<file path="src/rtl/riscv_checker_pkg.sv">
// Shared types for the RISC-V result checker: run states, fail codes
// and the table entry layout.
package riscv_checker_pkg;

    localparam int ENTRY_DW = 32;

    typedef enum logic [1:0] {
        IDLE   = 2'd0,
        RUN    = 2'd1,
        PASSED = 2'd2,
        FAILED = 2'd3
    } state_t;

    localparam logic [1:0] FAIL_NONE     = 2'b00;
    localparam logic [1:0] FAIL_MISMATCH = 2'b01;
    localparam logic [1:0] FAIL_MISSED   = 2'b10;
    localparam logic [1:0] FAIL_TIMEOUT  = 2'b11;

    typedef struct packed {
        logic [31:0]         num_inst;
        logic [ENTRY_DW-1:0] ans;
        logic [ENTRY_DW-1:0] mask;
    } entry_t;

endpackage

</file>
<file path="src/rtl/riscv_checker_table.sv">
// Expected-result table: register array with one synchronous write
// port and one asynchronous read port; contents survive reset.
module riscv_checker_table
    import riscv_checker_pkg::*;
#(
    parameter int NUM_TEST = 32,
    parameter int IDX_W    = 5
) (
    input  logic             clk,
    input  logic             we,
    input  logic [IDX_W-1:0] wr_idx,
    input  entry_t           wr_entry,
    input  logic [IDX_W-1:0] rd_idx,
    output entry_t           rd_entry
);

    entry_t mem [NUM_TEST];

    // Table write, no reset so loaded entries outlive a run abort.
    always_ff @(posedge clk) begin
        if (we) begin
            mem[wr_idx] <= wr_entry;
        end
    end

    assign rd_entry = mem[rd_idx];

endmodule

</file>
<file path="config.mk">
export PLATFORM = sky130hd
export DESIGN_NAME = riscv_checker_table
export DESIGN_NICKNAME = d
export VERILOG_FILES = /design/src/rtl/riscv_checker_pkg.sv /design/src/rtl/riscv_checker_table.sv
export SDC_FILE = /design/constraint.sdc
export NUM_CORES = 2
export LEC_CHECK = 0
export BUFFER_PORTS_ARGS = -buffer_cell sky130_fd_sc_hd__clkbuf_2
export CORE_ASPECT_RATIO = 2
export CORE_MARGIN = 8
export CORE_UTILIZATION = 26
export CTS_BUF_LIST = sky130_fd_sc_hd__clkbuf_16
export DETAILED_ROUTE_END_ITERATION = 7
export PLACE_DENSITY_LB_ADDON = 0.15
export SYNTH_ARGS = -nofsm -noshare
export SYNTH_HDL_FRONTEND = slang
export SYNTH_SLANG_ARGS = --single-unit
</file>
<file path="constraint.sdc">
create_clock -name clk -period 7.3 [get_ports clk]
set_clock_uncertainty 0.2 [all_clocks]
set_input_delay 1.46 -clock clk [delete_from_list [all_inputs] [get_ports clk]]
set_output_delay 1.46 -clock clk [all_outputs]
set_load 0.01 [all_outputs]
</file>
Word-level counts from Yosys, hierarchy flattened --
Memories as Yosys holds them, arrays and structs flattened. Index checks and enable logic that the tools add are counted.
Word-level totals: memory bits (writable) 3072, register bits after elaboration 0, memories kept 1, input port bits 108
Operators by class: muxes and demuxes 2
Memories:
- mem | words 32, width 96, rd ports 1, clocked after memory_dff 0, write ports 1, line riscv_checker_table.sv:17 | entry_t mem [NUM_TEST];
Operator list (count):
- 1-bit two-way mux | 2

Logic depth before layout (Yosys ltp) --
depth in word-level cells 2, gate-level depth with buffers 9

Worst setup path after synthesis --
No wires, ideal clock.
kind input to register, start point input port wr_idx[1], end point memory mem[12][0] in the netlist's numbering, enable pin, setup time 552 ps, path buffers 1, slack 430 ps, stages on the path 3, data arrival time 6119 ps, path through or3b_2 -> clkbuf_1 -> nor2_1
RTL lines:
- start: declaration | line riscv_checker_table.sv:11 | input logic [IDX_W-1:0] wr_idx,
- end: declaration | line riscv_checker_table.sv:17
No word-level cell before the write port.

==> results.cfg <==
[routing]
routedWlPerCell_microns = 29.9
vias = 57400
ant_nets = 0
finalWirelength_microns = 361000
first_iter_violations = 4787
first_pass_iters = 7
drc = 0
post_drt_via_cell_ratio = 4.75

[outcome]
status = completed

[power_and_ir_drop]
p_sw_share_pct = 21.5
combinationalPowerShare_pct = 5.1
clkPwrFrac_pct = 41.9
p_int_mw = 29.2
p_leak_nw = 43.5
p_per_area_nw_per_um2 = 273
switchingPower_mw = 7.98
ir_drop_mv = 0.217
p_seq_share_pct = 53.0

[yosys]
ys_ff_latch = 3072
syn_nets = 5616
synthArstFlopShare_pct = 0
synthFlopType = edfxtp_1
yosys_warnings = 0
synth_top_area_share_pct = 79.1
post_synth.cell_area_avg_sq_um = 21.2
synth_edf_count = 3072
synthTopCellsByCount = 3072 x edfxtp_1, 768 x mux2i_1, 511 x a22oi_1, 384 x mux4_2, 194 x nand3_1
synth_cell_types = 29
synth_area_leaders = edfxtp_1 79%, mux4_2 7.4%, mux2i_1 6.6%
synth.cell_area_sq_um = 117000
synth.most_common_cell = edfxtp_1
synth_top_cell_by_area = edfxtp_1
yosysSeqAreaShare_pct = 79.1
syn_inst = 5508

[global_route]
grt_usage_pct = 14.9
grt_pass1_vias = 60200
grt_max_degree = 104
antenna_found_initial = 39
overflow = 0
grt_first_pass_wirelength_microns = 497000

[timing]
setup_viol = 0
setup_tns_ns = 0
hold_viol = 0
period_share_pct = 86.0
maxSlewHeadroom_pct = 16.3
tightestPinTransition_ns = 1.25
rsz0062_at_grt = false
fmaxAchievable_mhz = 159
fin_worst_hold_slack_ns = 0.979
slew_violations = 0
min_period_ns = 6.28

[clock_network]
cts_buffers = 309
cts_resized = 0
clkSinkCount = 3072
root_buffer = clkbuf_16
holdBufCountCts = 0
htreeDepth = 5
clkSlewWorstSetupHoldPaths_ns = 0.06
clk_path_buf_depth = 4
cts_tree = done
cts_setup_buffers = 0

[die]
dieArea_sq_um = 472000
pin_count = 204
dieWidth_microns = 490
coreArea_sq_um = 448000
start_util_pct = 26.1
die_h_microns = 963
fp-row-count = 348

[placed_design]
io_buffers = 203
hpwl_microns = 190000
place.gp.congestion = 0.705

[setup_path]
required_ns = 5.64
cp_max_fo = 49
arrival_ns = 4.62
path_class = input port to output pin
cp-start-kind = input port
cp-end-kind = output pin

[layout]
nets = 6011
largest_registers = mem (3072)
regMostFlops = mem
fillers = 43400
largest_reg_flops = 3072
drive_above_1_share_pct = 20.4
final-seq-area_sq_um = 92200
area_growth_pct = 16.6
multi_input_area_sq_um = 23200

[hold_path]
hold_path.class = input port to register

[job]
maxCapViolCount = 0
-- area by class of cell --
class	count	share of cell area [%]
Clock buffer	319	5.87
Multi-Input combinational cell	2117	17.0
Timing Repair Buffer	402	2.48
Antenna cell	13	0.0239
Clock inverter	219	1.26
Sequential cell	3072	67.9
Tap cell	5950	5.48
Inverter	1	0.00276
-- per-layer routing --
metal	vias to the layer above	wire (microns)	global-route usage, %
met3	435	16800	2.48
met1	31700	160000	20.2
met5	-	168	0
li1	24000	-	-
met2	1252	178000	25.4
met4	26	6060	2.64
-- path summary, 6_finish.rpt --
path         start               endpoint  cells past startpoint
max      rd_idx[1]           rd_entry[41]                      7
min   wr_entry[70]  mem[20][70]$_DFFE_PP_                      1
-- layout by cell type (no fill, tap or decap), types with 2 or more instances in the layout --
cell type and instances:
clkinv_1 76, clkbuf_2 199, clkbuf_16 319, buf_4 133, nand3b_1 5, bufinv_16 29, nor3_4 2, a21oi_1 9
clkinvlp_4 7, mux4_2 384, clkinv_4 2, nand2_1 12, nor2_4 39, mux2i_1 768, nand4_1 45, inv_1 55
a22oi_1 511, buf_12 67, or3b_2 2, nor2b_4 7, nor2b_1 7, nand3_1 194, clkinv_2 42, nor2_1 5
buf_8 2, and2_1 7, a32oi_1 5, a22o_1 51, edfxtp_1 3072, diode_2 13, nor3_1 3, a31oi_1 51
and2_4 2, inv_6 9, nor2_2 2
-- metrics by stage --
stage	instance area (sq um)	total power, mW	instances	setup WS [ns]	util (%)
after floorplan	117000	21.0	5508	0.430	-
after global placement	126000	22.0	11500	0.998	28.2
after detailed placement	126000	22.0	11500	0.949	28.2
after CTS	136000	37.6	12100	0.946	30.4
after global routing	136000	38.3	12100	0.878	30.4
final	136000	37.1	12100	1.02	30.4
-- worst max-delay path, cell delays in order --
cell	delay, ns
buf_6	0.48
nor2b_4	0.49
and2_4	0.73
buf_4	0.48
a22oi_1	0.16
nand3_1	0.35
clkbuf_2	0.23
-- power by group through the flow --
stage	Clock, mW	Combinational [mW]	Sequential [mW]
3_5_place_dp	0	1.97	20.0
4_1_cts	16.0	1.97	19.7
6_report	15.6	1.91	19.7
5_1_grt	16.6	2.06	19.7
3_3_place_gp	0	1.93	20.0
2_1_floorplan	0	0.985	20.1
-- cells by family (layout without fill, tap and decap cells) --
logic type,count (synthesis),in the layout,share of synthesized area (%)
DFF,3072,3072,79.1
muxes,1152,1152,14.0
AOI/OAI and AO/OA,627,627,4.02
and+or+nand+nor,338,338,1.50
buffers and inverters,319,941,1.38
other,0,13,0
Power figures use the tool's default switching activity.
